## config.mk

```make
export PLATFORM = sky130hd
export DESIGN_NAME = progressive_mux_sequencer_flat
export DESIGN_NICKNAME = d
export VERILOG_FILES = /design/src/rtl/progressive_mux_sequencer_if.sv /design/src/rtl/progressive_mux_sequencer.sv /design/src/flat_wrapper.sv
export SDC_FILE = /design/constraint.sdc
export NUM_CORES = 1
export LEC_CHECK = 0
export ABC_CLOCK_PERIOD_IN_PS = 3230
export CAP_MARGIN = 20
export CORE_ASPECT_RATIO = 1.75
export CORE_MARGIN = 4
export CORE_UTILIZATION = 50
export CTS_CLUSTER_DIAMETER = 100
export CTS_CLUSTER_SIZE = 25
export DETAILED_ROUTE_END_ITERATION = 8
export GPL_TIMING_DRIVEN = 0
export HOLD_SLACK_MARGIN = 0.03
export PLACE_DENSITY = 0.83
export SYNTH_ARGS = -nofsm -noshare
export SYNTH_HDL_FRONTEND = slang
export SYNTH_SLANG_ARGS = --single-unit
```

## constraint.sdc

```tcl
create_clock -name clk -period 3.23 [get_ports clk]
set_input_delay 0.323 -clock clk [delete_from_list [all_inputs] [get_ports clk]]
set_output_delay 0.323 -clock clk [all_outputs]
set_load 0.005 [all_outputs]
```

## src/rtl/progressive_mux_sequencer_if.sv

```systemverilog
// Control/status bundle between the crossfade sequencer and whoever drives it.
// The sequencer attaches through the slave modport; the driver side uses master.
interface progressive_mux_sequencer_if #(
  parameter int ALPHA_W = 5
);
  logic               enable_3M;
  logic               req_b;
  logic               force_a;
  logic [ALPHA_W-1:0] alpha_sequence;
  logic               busy;
  logic               sel_b;
  logic               done;

  modport master (
    output enable_3M, req_b, force_a,
    input  alpha_sequence, busy, sel_b, done
  );

  modport slave (
    input  enable_3M, req_b, force_a,
    output alpha_sequence, busy, sel_b, done
  );
endinterface

```

## src/rtl/progressive_mux_sequencer.sv

```systemverilog
// Generates the alpha crossfade coefficient for progressive_mux: ramps between
// data_a (0) and data_b (ALPHA_MAX), advancing only on enable_3M ticks.
module progressive_mux_sequencer #(
  parameter int ALPHA_W    = 5,
  parameter int ALPHA_MAX  = 16,
  parameter int STEP_DIV   = 1,
  parameter int HOLD_TICKS = 64,
  parameter int HOLD_W     = 8
) (
  input logic                        clk,
  input logic                        reset,
  progressive_mux_sequencer_if.slave seq
);

  localparam int STEP_W = (STEP_DIV > 1) ? $clog2(STEP_DIV) : 1;
  localparam logic [ALPHA_W-1:0] ALPHA_TOP = ALPHA_W'(ALPHA_MAX);
  localparam logic [STEP_W-1:0]  STEP_LAST = STEP_W'(STEP_DIV - 1);
  localparam logic [HOLD_W-1:0]  HOLD_LOAD = HOLD_W'(HOLD_TICKS);

  typedef enum logic [1:0] {
    IDLE_A    = 2'd0,
    RAMP_UP   = 2'd1,
    IDLE_B    = 2'd2,
    RAMP_DOWN = 2'd3
  } state_t;

  state_t             state, state_nxt;
  logic [ALPHA_W-1:0] alpha, alpha_nxt, alpha_inc, alpha_dec;
  logic [STEP_W-1:0]  step_cnt, step_nxt;
  logic [HOLD_W-1:0]  hold_cnt, hold_nxt;
  logic               done_r, done_nxt;
  logic               busy_r, sel_b_r;

  always_ff @(posedge clk) begin
    if (reset) begin
      state    <= IDLE_A;
      alpha    <= '0;
      step_cnt <= '0;
      hold_cnt <= '0;
      done_r   <= 1'b0;
      busy_r   <= 1'b0;
      sel_b_r  <= 1'b0;
    end else begin
      state    <= state_nxt;
      alpha    <= alpha_nxt;
      step_cnt <= step_nxt;
      hold_cnt <= hold_nxt;
      done_r   <= done_nxt;
      busy_r   <= (state_nxt == RAMP_UP) || (state_nxt == RAMP_DOWN);
      sel_b_r  <= (state_nxt == IDLE_B);
    end
  end

  // A reversal right at an endpoint would otherwise step past it, so the
  // increment/decrement are clamped and hitting the clamp ends the ramp.
  always_comb begin
    state_nxt = state;
    alpha_nxt = alpha;
    step_nxt  = step_cnt;
    hold_nxt  = hold_cnt;
    done_nxt  = 1'b0;
    alpha_inc = (alpha >= ALPHA_TOP) ? ALPHA_TOP : alpha + ALPHA_W'(1);
    alpha_dec = (alpha == '0) ? '0 : alpha - ALPHA_W'(1);

    if (seq.enable_3M) begin
      if (seq.force_a) begin
        state_nxt = IDLE_A;
        alpha_nxt = '0;
        step_nxt  = '0;
        hold_nxt  = HOLD_LOAD;
      end else begin
        case (state)
          IDLE_A: begin
            if (hold_cnt != '0) begin
              hold_nxt = hold_cnt - HOLD_W'(1);
            end else if (seq.req_b) begin
              state_nxt = RAMP_UP;
              step_nxt  = '0;
            end
          end
          IDLE_B: begin
            if (hold_cnt != '0) begin
              hold_nxt = hold_cnt - HOLD_W'(1);
            end else if (!seq.req_b) begin
              state_nxt = RAMP_DOWN;
              step_nxt  = '0;
            end
          end
          RAMP_UP: begin
            if (!seq.req_b) begin
              state_nxt = RAMP_DOWN;
              step_nxt  = '0;
            end else if (step_cnt == STEP_LAST) begin
              alpha_nxt = alpha_inc;
              step_nxt  = '0;
              if (alpha_inc == ALPHA_TOP) begin
                state_nxt = IDLE_B;
                done_nxt  = 1'b1;
                hold_nxt  = HOLD_LOAD;
              end
            end else begin
              step_nxt = step_cnt + STEP_W'(1);
            end
          end
          RAMP_DOWN: begin
            if (seq.req_b) begin
              state_nxt = RAMP_UP;
              step_nxt  = '0;
            end else if (step_cnt == STEP_LAST) begin
              alpha_nxt = alpha_dec;
              step_nxt  = '0;
              if (alpha_dec == '0) begin
                state_nxt = IDLE_A;
                done_nxt  = 1'b1;
                hold_nxt  = HOLD_LOAD;
              end
            end else begin
              step_nxt = step_cnt + STEP_W'(1);
            end
          end
          default: begin
            state_nxt = IDLE_A;
            alpha_nxt = '0;
            step_nxt  = '0;
            hold_nxt  = '0;
          end
        endcase
      end
    end
  end

  assign seq.alpha_sequence = alpha;
  assign seq.busy           = busy_r;
  assign seq.sel_b          = sel_b_r;
  assign seq.done           = done_r;

endmodule

```

## src/flat_wrapper.sv

```systemverilog
// flat-port wrapper written by rule: the top's interface ports become plain ports
module progressive_mux_sequencer_flat 
#(
  parameter int ALPHA_W    = 5,
  parameter int ALPHA_MAX  = 16,
  parameter int STEP_DIV   = 1,
  parameter int HOLD_TICKS = 64,
  parameter int HOLD_W     = 8
)
  (clk, reset, seq_enable_3M, seq_req_b, seq_force_a, seq_alpha_sequence, seq_busy, seq_sel_b, seq_done);
  progressive_mux_sequencer_if #(.ALPHA_W(ALPHA_W)) seq_i ();
  input logic clk;
  input logic reset;
  input wire logic [$bits(seq_i.enable_3M)-1:0] seq_enable_3M;
  input wire logic [$bits(seq_i.req_b)-1:0] seq_req_b;
  input wire logic [$bits(seq_i.force_a)-1:0] seq_force_a;
  output wire logic [$bits(seq_i.alpha_sequence)-1:0] seq_alpha_sequence;
  output wire logic [$bits(seq_i.busy)-1:0] seq_busy;
  output wire logic [$bits(seq_i.sel_b)-1:0] seq_sel_b;
  output wire logic [$bits(seq_i.done)-1:0] seq_done;
  assign seq_i.enable_3M = seq_enable_3M;
  assign seq_i.req_b = seq_req_b;
  assign seq_i.force_a = seq_force_a;
  assign seq_alpha_sequence = seq_i.alpha_sequence;
  assign seq_busy = seq_i.busy;
  assign seq_sel_b = seq_i.sel_b;
  assign seq_done = seq_i.done;
  progressive_mux_sequencer #(.ALPHA_W(ALPHA_W), .ALPHA_MAX(ALPHA_MAX), .STEP_DIV(STEP_DIV), .HOLD_TICKS(HOLD_TICKS), .HOLD_W(HOLD_W)) u_core (.clk(clk), .reset(reset), .seq(seq_i));
endmodule
```

==> results.yml <==
outcome:
  status: "completed"
floorplanning:
  ioPinCount: 13
  die_area_mm2: 0.00324
  die_y_um: 72.4
  die_w_um: 44.8
  initial_core_util: 0.521
  core_area_mm2: 0.00227
  rows: 23
grt:
  grt_max_degree: 11
  groute.usage.overall: 0.219
  grt_pass1_vias: 1245
  grt_pass1_wl_um: 5470
  grt-ovfl-total: 0
  antenna_found_initial: 0
yosys:
  synth_edf_count: 0
  yosysTopAreaCellShare: 0.287
  yosysTopAreaCell: "dfxtp_1"
  syn_area_per_cell_um2: 7.74
  seq_area_frac_synth: 0.287
  synthFlopType: "dfxtp_1"
  async_flop_share: 0
  ys_warn_count: 0
  synth_area_mm2: 0.00118
  ys_ff_latch: 17
  yosysMostFrequentCell: "dfxtp_1"
  synth_common_cells: "17 x dfxtp_1, 14 x a21oi_1, 14 x nand2_1, 14 x nor2_1, 8 x inv_1"
  synthCells: 153
  syn-num-nets: 162
  synth_cell_types: 47
  synthTopCellsByArea: "dfxtp_1 29%, a21oi_1 5.9%, nand2_1 4.4%"
route:
  drtIter0Drc: 46
  firstDrtPassIters: 4
  dr_total_vias: 1239
  drc: 0
  routed_wl_um: 3080
  vias_per_cell: 6.42
  routedWlPerCell_um: 16.0
  ant_nets: 0
critical_path:
  arrival_ns: 2.32
  end_kind: "flop"
  max_stage_delay_ns: 0.45
  crit_path_top_delay_cell: "dfxtp_1"
  setup.worst_path.start: "u_core.seq.alpha_sequence[0]"
  reg2reg_slack_ns: 1.02
  reg2reg_depth: 7
  crit_end: "u_core.hold_cnt[5]"
  crit_top_cell: "a21oi_1"
  worstReg2RegEnd: "u_core.hold_cnt[5]"
  r2r_start: "u_core.seq.alpha_sequence[0]"
  worstPathMaxFanout: 8
  path_cells: "inv_1 > ha_1 > and3b_1 > a21oi_1 > a21oi_1 > o31a_1 > a311oi_2"
  start_kind: "flop"
  required_ns: 3.34
  path_class: "flop to flop"
sta:
  fmax_mhz: 453
  tightest_slew_ns: 0.549
  setup_viol: 0
  setup_ws_ns: 1.02
  relSlewSlack: 0.631
  clock_skew_ns: 0.00630
  maxSlewViolCount: 0
  fin_setup_tns_ns: 0
  final.period_utilization: 0.683
  rsz0062_at_grt: "no"
  period_minus_slack_ns: 2.21
  hold_viol: 0
clock_network:
  hold_buffers: 0
  cts_made_buffers: 3
  cts_root_buf: "clkbuf_8"
  ctsResizeCount: 0
  post_cts_buffers: 0
  clk_latency_ns: 0.25
  cts_sinks: 17
  clockBufferDepth: 2
  clk_pin_slew_worst_paths_ns: 0.07
  cts_tree: "yes"
  htreeDepth: 1
final_layout:
  antennaDiodeCount: 0
  fin_area_mm2: 0.00137
  n_fill_cell: 207
  post-route-util: 0.604
  fin_nets: 178
  layout-drive-gt1-share: 0.0833
  area_growth_syn_to_layout_pct: 15.8
place:
  place_area_mm2: 0.00133
  globalplace.congestion: 0.847
  dp_slack_ns: 0.917
  io_buffers: 11
  hpwl_um: 2410
min_path:
  hold_class: "input port to flop"
  hold_depth: 2
power_and_ir_drop:
  vdd_drop_max_uv: 619
  leakage_nw: 0.532
  power_density_mw_per_mm2: 592
run:
  cap_violations: 0
==> worst min path at each step <==
stage                     slack, ns          startpoint            endpoint
after floorplan                0.40               reset     u_core.seq.done
after global routing           0.45       seq_enable_3M     u_core.seq.done
after global placement         0.49  u_core.hold_cnt[7]  u_core.hold_cnt[7]
after detailed placement       0.49  u_core.hold_cnt[7]  u_core.hold_cnt[7]
final                          0.44       seq_enable_3M     u_core.seq.done
after CTS                      0.43       seq_enable_3M     u_core.seq.done
==> flip-flops by register name, summed over array words and instances (netlist names), named ones only <==
| register | flops |
|---|---|
| u_core.hold_cnt | 8 |
| u_core.seq.sel_b | 1 |
| u_core.state | 1 |
| u_core.seq.done | 1 |
| u_core.seq.alpha_sequence | 5 |
==> worst max-delay path, delay by kind of cell, from the launching register on <==
| family | cells | cell delay [ns] |
|---|---|---|
| AOI/OAI and AO/OA | 4 | 0.93 |
| adders and majority gates | 1 | 0.34 |
| buffers and inverters | 1 | 0.08 |
| DFF | 1 | 0.45 |
| and+or+nand+nor | 1 | 0.26 |
==> final cells by class <==
type                    count  area [um^2]  share of cell area
multi-input cells         120          771               0.562
flip-flops and latches     17          340               0.248
repair buffers             11          110              0.0802
plain buffers               8         43.8              0.0319
clock buffers               3         41.3              0.0301
well taps                  25         31.3              0.0228
inverters                   8         30.0              0.0219
clock inverters             1         5.00             0.00365
==> cells in the final DEF (no fill, tap or decap), types with 2 or more instances in the layout <==
| cell type | Yosys | routed |
|---|---|---|
| a31oi_1 | 4 | 4 |
| clkbuf_1 | 2 | 2 |
| clkbuf_8 | 0 | 3 |
| and3_1 | 5 | 5 |
| xor2_1 | 2 | 2 |
| inv_1 | 8 | 8 |
| a211oi_1 | 3 | 3 |
| or4_1 | 2 | 2 |
| nand2_1 | 14 | 14 |
| clkdlybuf4s50_1 | 0 | 11 |
| nor4_1 | 2 | 2 |
| nand4_1 | 3 | 3 |
| nor2b_1 | 2 | 2 |
| o21ai_1 | 2 | 2 |
| nor3_1 | 5 | 5 |
| dfxtp_1 | 17 | 17 |
| buf_2 | 4 | 4 |
| a21oi_1 | 14 | 14 |
| o21ai_0 | 3 | 3 |
| nand2b_1 | 7 | 7 |
| o31a_1 | 2 | 2 |
| nand3_1 | 4 | 4 |
| a21o_1 | 3 | 3 |
| nand4b_1 | 2 | 2 |
| nor2_1 | 14 | 14 |
| ha_1 | 4 | 4 |
| a41o_1 | 3 | 3 |
==> report_power, final <==
group | internal [mW] | leakage, nW | switching, mW
clock network | 0.0855 | 0.0255 | 0.0709
logic | 0.166 | 0.368 | 0.215
registers | 0.240 | 0.138 | 0.0368
total | 0.491 | 0.532 | 0.322
==> logic make-up after synthesis <==
logic type	count (synthesis)	share of synthesized area
buffers and inverters	16	0.0623
AOI/OAI and AO/OA	46	0.276
DFF	17	0.287
adders and majority gates	4	0.0422
and+or+nand+nor	67	0.310
xor gates and xnor gates	3	0.0222
==> metrics by stage <==
| step | hold WS [ns] | total power, mW | instances |
|---|---|---|---|
| floorplan | 0.400 | 0.566 | 153 |
| global placement | 0.492 | 0.634 | 189 |
| detailed placement | 0.493 | 0.654 | 189 |
| CTS | 0.432 | 0.812 | 193 |
| global route | 0.446 | 0.878 | 193 |
| finish | 0.435 | 0.813 | 193 |
==> metal layers <==
| metal | routed length, um | global-route usage |
|---|---|---|
| met5 | 0 | 0 |
| met2 | 1740 | 0.397 |
| met1 | 1170 | 0.231 |
| met3 | 89 | 0.0372 |
| met4 | 86 | 0.107 |
(Power assumes the default switching activity.)
